$ cat src/rtl/key_pkg.sv
// Shared types and default sizing for the key event path.
package key_pkg;

   localparam int unsigned NUM_KEYS_DEF = 4;
   localparam int unsigned GAP_W_DEF    = 16;

   typedef enum logic [1:0] {
      IDLE    = 2'd0,
      PRESENT = 2'd1,
      GAP     = 2'd2
   } arb_state_e;

endpackage : key_pkg

$ cat src/rtl/key_event_arbiter_rr_arbiter.sv
// Rotating-priority selector: first requester strictly after 'last', with wrap.
module key_event_arbiter_rr_arbiter #(
   parameter int unsigned NUM_KEYS = 4,
   parameter int unsigned IDX_W    = 2
) (
   input  logic [NUM_KEYS-1:0] req_i,
   input  logic [IDX_W-1:0]    last_i,
   output logic [IDX_W-1:0]    gnt_idx_c,
   output logic                any_c
);

   // Walk from the farthest offset to the nearest so the nearest requester wins.
   always_comb begin
      int unsigned pos;
      pos       = 0;
      gnt_idx_c = '0;
      any_c     = |req_i;
      for (int unsigned k = NUM_KEYS; k > 0; k--) begin
         pos = (32'(last_i) + k) % NUM_KEYS;
         if (req_i[pos]) begin
            gnt_idx_c = IDX_W'(pos);
         end
      end
   end

endmodule : key_event_arbiter_rr_arbiter

$ cat src/rtl/key_event_arbiter.sv
// Latches key press pulses as pending events and hands them round-robin to a
// single consumer over valid/ready, with an optional idle gap between events.
module key_event_arbiter
   import key_pkg::*;
#(
   parameter int unsigned NUM_KEYS   = NUM_KEYS_DEF,
   parameter int unsigned GAP_CYCLES = 0,
   parameter int unsigned GAP_W      = GAP_W_DEF
) (
   input  logic                        clk,
   input  logic                        rst,
   input  logic [NUM_KEYS-1:0]         key_come,
   input  logic [NUM_KEYS-1:0]         key_en,
   output logic                        evt_valid,
   output logic [$clog2(NUM_KEYS)-1:0] evt_idx,
   input  logic                        evt_ready,
   output logic [NUM_KEYS-1:0]         overrun,
   input  logic                        ovr_clr
);

   localparam int unsigned IDX_W = $clog2(NUM_KEYS);

   arb_state_e          state_q, state_d;
   logic                valid_q, valid_d;
   logic [IDX_W-1:0]    idx_q, idx_d;
   logic [IDX_W-1:0]    last_q, last_d;
   logic [GAP_W-1:0]    gap_q, gap_d;
   logic [NUM_KEYS-1:0] pending_q, pending_d;
   logic [NUM_KEYS-1:0] ovr_q, ovr_d;
   logic [NUM_KEYS-1:0] grant_c;
   logic [IDX_W-1:0]    sel_idx_c;
   logic                sel_any_c;

   key_event_arbiter_rr_arbiter #(
      .NUM_KEYS (NUM_KEYS),
      .IDX_W    (IDX_W)
   ) u_rr (
      .req_i     (pending_q & key_en),
      .last_i    (last_q),
      .gnt_idx_c (sel_idx_c),
      .any_c     (sel_any_c)
   );

   // State, presented event, rotation pointer, gap counter and event flags.
   always_ff @(posedge clk or posedge rst) begin
      if (rst) begin
         state_q   <= IDLE;
         valid_q   <= 1'b0;
         idx_q     <= '0;
         last_q    <= IDX_W'(NUM_KEYS - 1);
         gap_q     <= '0;
         pending_q <= '0;
         ovr_q     <= '0;
      end else begin
         state_q   <= state_d;
         valid_q   <= valid_d;
         idx_q     <= idx_d;
         last_q    <= last_d;
         gap_q     <= gap_d;
         pending_q <= pending_d;
         ovr_q     <= ovr_d;
      end
   end

   // Next-state: grant from IDLE, hold until handshake, then optional gap.
   always_comb begin
      state_d = state_q;
      valid_d = valid_q;
      idx_d   = idx_q;
      last_d  = last_q;
      gap_d   = gap_q;
      grant_c = '0;
      case (state_q)
         IDLE: begin
            if (sel_any_c) begin
               idx_d   = sel_idx_c;
               last_d  = sel_idx_c;
               grant_c = NUM_KEYS'(1) << sel_idx_c;
               valid_d = 1'b1;
               state_d = PRESENT;
            end
         end
         PRESENT: begin
            if (evt_ready) begin
               valid_d = 1'b0;
               if (GAP_CYCLES > 0) begin
                  gap_d   = GAP_W'(GAP_CYCLES - 1);
                  state_d = GAP;
               end else begin
                  state_d = IDLE;
               end
            end
         end
         GAP: begin
            if (gap_q == '0) begin
               state_d = IDLE;
            end else begin
               gap_d = gap_q - GAP_W'(1);
            end
         end
         default: begin
            state_d = IDLE;
            valid_d = 1'b0;
         end
      endcase
   end

   // Per-key pending latch and sticky overrun; a new overrun beats ovr_clr.
   always_comb begin
      pending_d = pending_q;
      ovr_d     = ovr_clr ? '0 : ovr_q;
      for (int unsigned i = 0; i < NUM_KEYS; i++) begin
         if (!key_en[i]) begin
            pending_d[i] = 1'b0;
         end else if (grant_c[i]) begin
            pending_d[i] = key_come[i];
         end else if (key_come[i]) begin
            pending_d[i] = 1'b1;
            if (pending_q[i]) begin
               ovr_d[i] = 1'b1;
            end
         end
      end
   end

   assign evt_valid = valid_q;
   assign evt_idx   = idx_q;
   assign overrun   = ovr_q;

endmodule : key_event_arbiter

$ cat config.mk
export PLATFORM = sky130hd
export DESIGN_NAME = key_event_arbiter
export DESIGN_NICKNAME = d
export VERILOG_FILES = /design/src/rtl/key_pkg.sv /design/src/rtl/key_event_arbiter_rr_arbiter.sv /design/src/rtl/key_event_arbiter.sv
export SDC_FILE = /design/constraint.sdc
export NUM_CORES = 1
export LEC_CHECK = 0
export BUFFER_PORTS_ARGS = -buffer_cell sky130_fd_sc_hd__buf_4
export CAP_MARGIN = 20
export CORE_UTILIZATION = 36
export DETAILED_ROUTE_END_ITERATION = 7
export PLACE_DENSITY_LB_ADDON = 0.08
export SYNTH_ARGS = -nofsm -noshare
export SYNTH_HDL_FRONTEND = slang
export SYNTH_SLANG_ARGS = --single-unit
$ cat constraint.sdc
create_clock -name clk -period 3.8 [get_ports clk]
set_input_delay 0.57 -clock clk [delete_from_list [all_inputs] [get_ports clk]]
set_output_delay 0.57 -clock clk [all_outputs]
set_load 0.05 [all_outputs]
Word level (Yosys, flattened, before mapping)

Index checks and enable logic that the tools add are counted.

Register bits: 31
Bits in latches: 0
Memory bits (writable): 0
Bits in read-only memories: 0
Input bits: 12
Output and inout port bits: 7
Word-level logic and storage cells: 89
Memories: 0

$add $sub $neg: 5
$mul: 0
Divide/modulo/power cells: 0
Order comparisons: 4
Equality and inequality tests: 9
Shift operators: 1
Multiplexer cells: 50
Bitwise gates (word level): 3
Reduce and logical (&&, ||, !) cells: 7

Operator list:

| kind                    | number |
|---|---|
| $mux W1                 | 34 |
| $logic_not A16 Y1       | 1 |
| $sub A16 B1 Y16 const B | 1 |
| $mux W2                 | 7 |
| $lt A2 B3 Y1 const B    | 4 |
| $mux W4                 | 3 |
| $ne A3 B2 Y1 const B    | 4 |
| $bmux W1 S2             | 4 |
| $ne A2 B2 Y1 const B    | 3 |
| $pmux W2 S3             | 1 |
| $reduce_and A3 Y1       | 2 |
| $add A2 B1 Y2 const B   | 2 |
| $add A2 B2 Y2 const B   | 2 |
| $and A4 B4 Y4           | 1 |
| $reduce_and A2 Y1       | 2 |
| $reduce_or A4 Y1        | 1 |
| $shl A1 B2 Y4 const A   | 1 |
| $pmux W1 S3             | 1 |
| $eq A2 B1 Y1 const B    | 1 |
| $eq A2 B2 Y1 const B    | 1 |
| $logic_not A2 Y1        | 1 |
| $not A1 Y1              | 2 |

Logic depth before layout (Yosys ltp)

Gate-level depths: netlist of run 1.

Word-level depth: 12
Depth in mapped cells: 5
Depth with buffers taken out: 5

By module

Synthesis of run 1 repeated with hierarchy kept, for this count alone.

Cells, all modules: 68
Area, all modules: 681.9 um^2

By module, submodules not included:

| module                       | times used | cells an instance | area an instance (um^2) | seq. area each (um^2) |
|---|---|---|---|---|
| key_event_arbiter            | 1          | 54                | 590.6                   | 327.8 |
| key_event_arbiter_rr_arbiter | 1          | 14                | 91.3                    | 0.0 |

Worst setup path after synthesis of run 1

OpenSTA, ideal clock, no wires.

Path kind: input -> register
From: input key_en[0]
To: register ovr_q[3], in the netlist overrun[3]
Library setup time: 0.122 ns
Data arrival time: 1.641 ns
Required time: 3.678 ns
Setup slack: 2.037 ns
Stages: 5
Buffers on the path: 0
Cells stage by stage: a22o_1 a32o_2 or4_4 nor2_4 o2bb2ai_1

Cells in the longest elaborated chain, start to end: 12
Elaborated cells between the ends (all ways): 19
Classes of those cells: shift: 1; mux: 16; bitwise: 1; reduce/logical: 1

Ends and longest elaborated chain:

| item                          | RTL line                           | text |
|---|---|---|
| from (decl)                   | key_event_arbiter.sv:13            | `input logic [NUM_KEYS-1:0] key_en,` |
| $and A4 B4 Y4 (*)             | key_event_arbiter.sv:38            | `.req_i (pending_q & key_en),` |
| $bmux W1 S2                   | key_event_arbiter_rr_arbiter.sv:20 | `if (req_i[pos]) begin` |
| $mux W1 (not written as such) | key_event_arbiter_rr_arbiter.sv:20 |  |
| $mux W2 (4 in series)         | key_event_arbiter_rr_arbiter.sv:20 |  |
| $shl A1 B2 Y4                 | key_event_arbiter.sv:78            | `grant_c = NUM_KEYS'(1) << sel_idx_c;` |
| $mux W4 (*)                   | key_event_arbiter.sv:75            | `if (sel_any_c) begin` |
| $mux W4 (*)                   | key_event_arbiter.sv:73            | `case (state_q)` |
| $mux W1 (*)                   | key_event_arbiter.sv:115           | `end else if (grant_c[i]) begin` |
| $mux W1 (*)                   | key_event_arbiter.sv:113           | `if (!key_en[i]) begin` |
| via ovr_d[3]                  | key_event_arbiter.sv:29            | `logic [NUM_KEYS-1:0] ovr_q, ovr_d;` |
| to (signal assigned)          | key_event_arbiter.sv:61            | `ovr_q <= ovr_d;` |
| to (decl)                     | key_event_arbiter.sv:29            |  |

The timed path passes the listed nets; every way through them passes the cells marked *. The select of a mux whose other input is x is not followed.
A chain may end at the register's enable or synchronous reset.

Worst setup path in the final report of run 1

From: input key_en[0]
To: register ovr_q[2], in the netlist overrun[2]

Same word-level chain as after synthesis.

==> results of run 1 <==
kinds of logic after synthesis:
logic type	share of synthesized area [%]
and+or+nand+nor	18.3
DFF	48.8
AOI/OAI and AO/OA	29.6
buffers and inverters	3.35
cell usage after synthesis (all sizes together) (2+ instances only):
cell and number:
nor2 6, dfstp 2, nand3 2, a21oi 2, nand2 4, o31ai 2
inv 6, a21o 2, a22o 2, o21ai 6, dfrtp 11, o2bb2ai 2
worst max path at each step:
stage | from | end | slack (ps)
2_1_floorplan | key_en[0] | overrun[3] | 2040
3_3_place_gp | key_en[0] | overrun[3] | 1870
3_5_place_dp | key_en[0] | overrun[3] | 1860
4_1_cts | last_q[0] | overrun[2] | 2120
5_1_grt | pending_q[1] | pending_q[0] | 2010
6_report | key_en[0] | overrun[2] | 2110
placed cells by master (no fill, tap or decap), types with 2 or more instances in the layout:
master,n
a22o_1,2
nand3_1,2
o21ai_0,3
clkbuf_4,3
dfstp_2,2
a21oi_1,2
o21ai_1,3
a21o_1,2
nand2_1,4
o2bb2ai_1,2
nor2_1,5
inv_1,6
dfrtp_1,11
buf_4,18
metrics by stage:
step	utilization [%]	hold slack (ps)
6_report	49.5	320
5_1_grt	49.5	363
4_1_cts	49.5	340
3_5_place_dp	48.0	479
3_3_place_gp	48.0	478
2_1_floorplan	-	446
critical path, cell delays in order:
cell,delay (ps)
buf_4,130
a22o_1,220
a32o_2,280
nor4_1,290
a21boi_1,150
a22o_1,200
state kept, by name (all words and copies together), names as in the netlist:
register and cells:
last_q 2, pending_q 4, evt_idx 2, overrun 4
state_q 1
final cells by class:
| class | count | area, µm² |
|---|---|---|
| inverters | 6 | 22.5 |
| repair buffers | 18 | 135 |
| fillers | 178 | 881 |
| multi-input cells | 45 | 322 |
| flip-flops and latches | 13 | 328 |
| well taps | 25 | 31.3 |
| clock buffers | 4 | 26.3 |
routing by layer:
layer / share of wire, % / vias to the layer above / routed length, µm / global-route usage [%]
li1: - / 288 / - / -
met1: 50 / 267 / 672 / 20.8
met2: 46 / 10 / 615 / 22.9
met3: 4.1 / 2 / 55 / 2.80
met4: 0.44 / 0 / 6 / 7.27
met5: 0 / - / 0 / 0
power by group through the flow:
stage               Sequential [mW]  Clock (mW)  Combinational (mW)
CTS                           0.216      0.0876               0.222
floorplan                     0.278           0              0.0950
global route                  0.221      0.0927               0.238
global placement              0.217           0               0.221
detailed placement            0.218           0               0.222
finish                        0.216      0.0833               0.220
==> impl_metrics.ini, run 1 <==
[critical_path]
rr_worst_depth = 5
cp_max_fo = 5
crit_path_end_kind = flip-flop
reg2reg_slack_ps = 2130
r2r-end = overrun[2]
crit_type = in2reg
cp.arrival_ps = 1850
reg2reg_from = pending_q[0]
startpoint_type = input pin
worstPathRequired_ps = 3960

[synth]
ys_ff_latch = 13
netlist.area_leader.share_pct = 41.0
synth_edf_count = 0
ys.flop_type = dfrtp_1
syn_area_per_cell_um2 = 10.5
yosys-top-cells-area = dfrtp_1 41%, dfstp_2 7.8%, a221oi_4 3.9%, inv_1 3.4%, nor2_1 2.8%
synth_area_leader_cell = dfrtp_1
synth_cells = 64
ys_warn_count = 0
synthDistinctLibCells = 32
synth_seq_area_share_pct = 48.8
synthesis.nets = 76
syn_area_um2 = 672
synthArstFlopShare_pct = 100

[sta]
fin_crit_sh_pct = 44.5
fmax_ghz = 0.592
slew_headroom_pct = 66.9
report.final.slew_viol_count = 0
fin_ws_ps = 2110
clock_skew_ps = 2.47
grt_setup_unrepaired = false
tns_ps = 0
finalSetupViolations = 0
finalCriticalPeriod_ps = 1690
worst_pin_slew_ps = 496
finalHoldViolations = 0

[grt]
track_usage_pct = 15.2
grt_pass1_vias = 516
grt_pass1_wl_um = 2200
antenna_found_initial = 0
grt-ovfl-total = 0
grt_max_degree = 14

[die]
ios = 19
die-area_um2 = 2040
placementRows = 15
die_h_um = 45.2
start_util_pct = 38.5
die_w_um = 45.2
design.core.area_um2 = 1750

[clock_tree]
cts_buffers = 3
cts_tree = yes
htreeDepth = 1
cts_resized = 0
cts.clk_slew.worst_paths_ps = 80
post_cts_buffers = 0
clock_latency_ps = 270
cts.sinks = 13
cts_root_buf = clkbuf_4
holdBufCountCts = 0
clock_path_buffers = 2

[status]
status = completed

[place]
post-dp-hpwl_um = 1040
place.gp.congestion = 0.734
placed_area_um2 = 838
pre_cts_slack_ps = 1860
portBuffers = 18
dp_cells = 107

[power]
vdd_drop_max_mv = 0.304
p_leak_nw = 0.399
p_per_area_nw_per_um2 = 601
power_frac_clock_pct = 16.0
p_sw_share_pct = 42.0
p_comb_share_pct = 42.4
seq_power_share_pct = 41.5
p_switching_mw = 0.218
p_int_mw = 0.302
p_total_mw = 0.519

[finish]
stdcell_area_um2 = 865
area_delta_synth_final_pct = 28.7
layout-drive-gt1-share_pct = 34.9
antennaDiodeCount = 0
instances_no_fill = 111
layout.nets = 99

[routing]
via_per_inst = 5.11
routed_wl_um = 1350
drc_errors = 0
ant_nets = 0
wl_per_cell_um = 12.2
first_pass_iters = 4
via_count = 567
drtIter0Drc = 8

[min_path]
hold_class = in2async

[flow_run]
drv_cap = 0
No activity file was read; power rests on OpenSTA's default activity.
==> inputs of run 2 (changes only) <==
==> constraint.sdc (replaced) <==
create_clock -name clk -period 1.4 [get_ports clk]
set_input_delay 0.21 -clock clk [delete_from_list [all_inputs] [get_ports clk]]
set_output_delay 0.21 -clock clk [all_outputs]
set_load 0.05 [all_outputs]
==> run 2 against run 1 <==
  * The flow now finishes with violations (negative setup slack)
  * Flip-flop and latch count stayed put
  * Register-to-register slack lost 2400 ps
  * Sequential power increased to 2.8 times the previous value
  * Routed wire length rose by 25%
  * Combinational power grew to 3.9 times the previous value
  * Non-clock buffer count up 18
  * Worst hold slack lost 210 ps
  * Power rose to 3.3 times the previous value
  * First-iteration DRC count is 25% lower
  * Largest cell class is now multi-input combinational cells
==> impl_metrics.ini, run 2 (same netlist as run 1, synthesis figures left out) <==
[power]
p_sw_share_pct = 41.4
p_comb_share_pct = 50.6
p_total_mw = 1.69
p_leak_nw = 0.498
seq_power_share_pct = 36.2
p_switching_mw = 0.700
p_int_mw = 0.989
vdd_drop_max_mv = 1.27
power_frac_clock_pct = 13.2
p_per_area_nw_per_um2 = 1560

[sta]
finalSetupViolations = 12
finalCriticalPeriod_ps = 1640
fmax_ghz = 0.611
hold_ws_ps = 110
tns_ps = -1770
clock_skew_ps = 0.829
fin_ws_ps = -236
finalHoldViolations = 0
fin_crit_sh_pct = 117
worst_pin_slew_ps = 501
grt_setup_unrepaired = true
slew_headroom_pct = 66.6
report.final.slew_viol_count = 0

[min_path]
hold_class = in2reg

[finish]
n_fill_cell = 144
final_cell_mix = 33 x buf_4, 10 x dfrtp_1, 6 x inv_1
area_delta_synth_final_pct = 61.6
antennaDiodeCount = 0
layout-drive-gt1-share_pct = 57.7
mostFrequentLayoutCell = buf_4
layout.nets = 117

[status]
status = finished, violations left
violations = negative setup slack

[critical_path]
worstPathRequired_ps = 1560
startpoint_type = flip-flop
endpoint = pending_q[3]
cp_cell_sequence = a22o_1, a32o_2, or4_4, nor2_4, o21ai_1
reg2reg_from = pending_q[0]
cp.arrival_ps = 1800
crit_path_end_kind = flip-flop
rr_worst_depth = 5
startpoint = pending_q[0]
critical_path.max_stage_delay_ps = 450
r2r-end = pending_q[3]
crit_type = reg2reg
cp_max_fo = 3
reg2reg_slack_ps = -240
cp_slowest_cell = or4_4

[clock_tree]
htreeDepth = 1
cts.clk_slew.worst_paths_ps = 70
clock_latency_ps = 270
cts.sinks = 13
cts_buffers = 3
cts_tree = yes
clock_path_buffers = 2
cts_root_buf = clkbuf_4

[grt]
antenna_found_initial = 0
grt_pass1_vias = 637
grt_pass1_wl_um = 2820
grt-ovfl-total = 0
grt_max_degree = 14
track_usage_pct = 19.9

[die]
placementRows = 15
die_h_um = 45.2
ios = 19
start_util_pct = 38.5
design.core.area_um2 = 1750
die_w_um = 45.2
die-area_um2 = 2040

[routing]
routed_wl_um = 1680
via_count = 654
wl_per_cell_um = 13.0
via_per_inst = 5.07
ant_nets = 0
drc_errors = 0
drtIter0Drc = 6
first_pass_iters = 4

[place]
portBuffers = 18
place.gp.congestion = 0.788
post-dp-hpwl_um = 1220

[flow_run]
drv_cap = 0
-- run 2: cell count changes in the layout (fill, tap and decap cells not counted), moves of 2 or more --
| cell | change |
|---|---|
| a21oi_2 | +2 |
| buf_4 | +15 |
| a21oi_1 | -2 |
| buf_6 | +2 |
-- run 2: power by group through the flow --
stage               Combinational, mW  Clock (mW)  Sequential, mW
finish                          0.854       0.223           0.612
floorplan                       0.276           0           0.770
global placement                0.706           0           0.606
global route                    0.917       0.261           0.624
CTS                             0.840       0.235           0.604
detailed placement              0.707           0           0.609
-- run 2: final cells by class --
cell class / count / area (µm²) / share of cell area [%]
Sequential cell: 13 / 329 / 30.3
Inverter: 6 / 22.5 / 2.07
Clock buffer: 4 / 26.3 / 2.42
Tap cell: 25 / 31.3 / 2.88
Timing Repair Buffer: 36 / 280 / 25.8
Multi-Input combinational cell: 45 / 397 / 36.5
-- run 2: worst min path at each step --
| stage | start | endpoint | slack [ps] | cells past startpoint |
|---|---|---|---|---|
| after floorplan | rst | evt_idx[0] | 90 | 1 |
| after global placement | rst | evt_idx[0] | 270 | 2 |
| after global routing | ovr_clr | overrun[1] | 120 | 2 |
| after CTS | ovr_clr | overrun[1] | 110 | 2 |
| after detailed placement | rst | evt_idx[0] | 280 | 2 |
| final | ovr_clr | overrun[1] | 110 | 2 |
-- run 2: critical path, delay by kind of cell (launching register included) --
kind	cells	cell delay, ps
AOI/OAI and AO/OA	3	570
and+or+nand+nor	2	550
DFF	1	400
-- run 2: timing repair --
action                     4_1_cts  5_1_grt
hold endpoints to repair        11        0
resized for setup                9        2
setup endpoints to repair       13       12
hold buffers                     1        0
pin swaps                        4        2
buffers inserted                 4        1
-- run 2: metrics by stage --
| step | util [%] | worst slack [ps] | area, µm² | cells |
|---|---|---|---|---|
| final | 62.2 | -236 | 1090 | 129 |
| after global routing | 62.2 | -283 | 1090 | 129 |
| after CTS | 61.5 | -226 | 1070 | 128 |
| after detailed placement | 55.1 | -220 | 961 | 119 |
| after global placement | 55.1 | -201 | 961 | 119 |
| after floorplan | - | -175 | 704 | 64 |
-- run 2: per-layer routing --
metal  GRT usage (%)  share of wire (%)  vias to the layer above
met1            25.6                 46                      314
met4            3.64               0.59                        0
li1                -                  -                      320
met2            33.0                 49                       18
met5               0                  0                        -
met3            6.00                4.2                        2
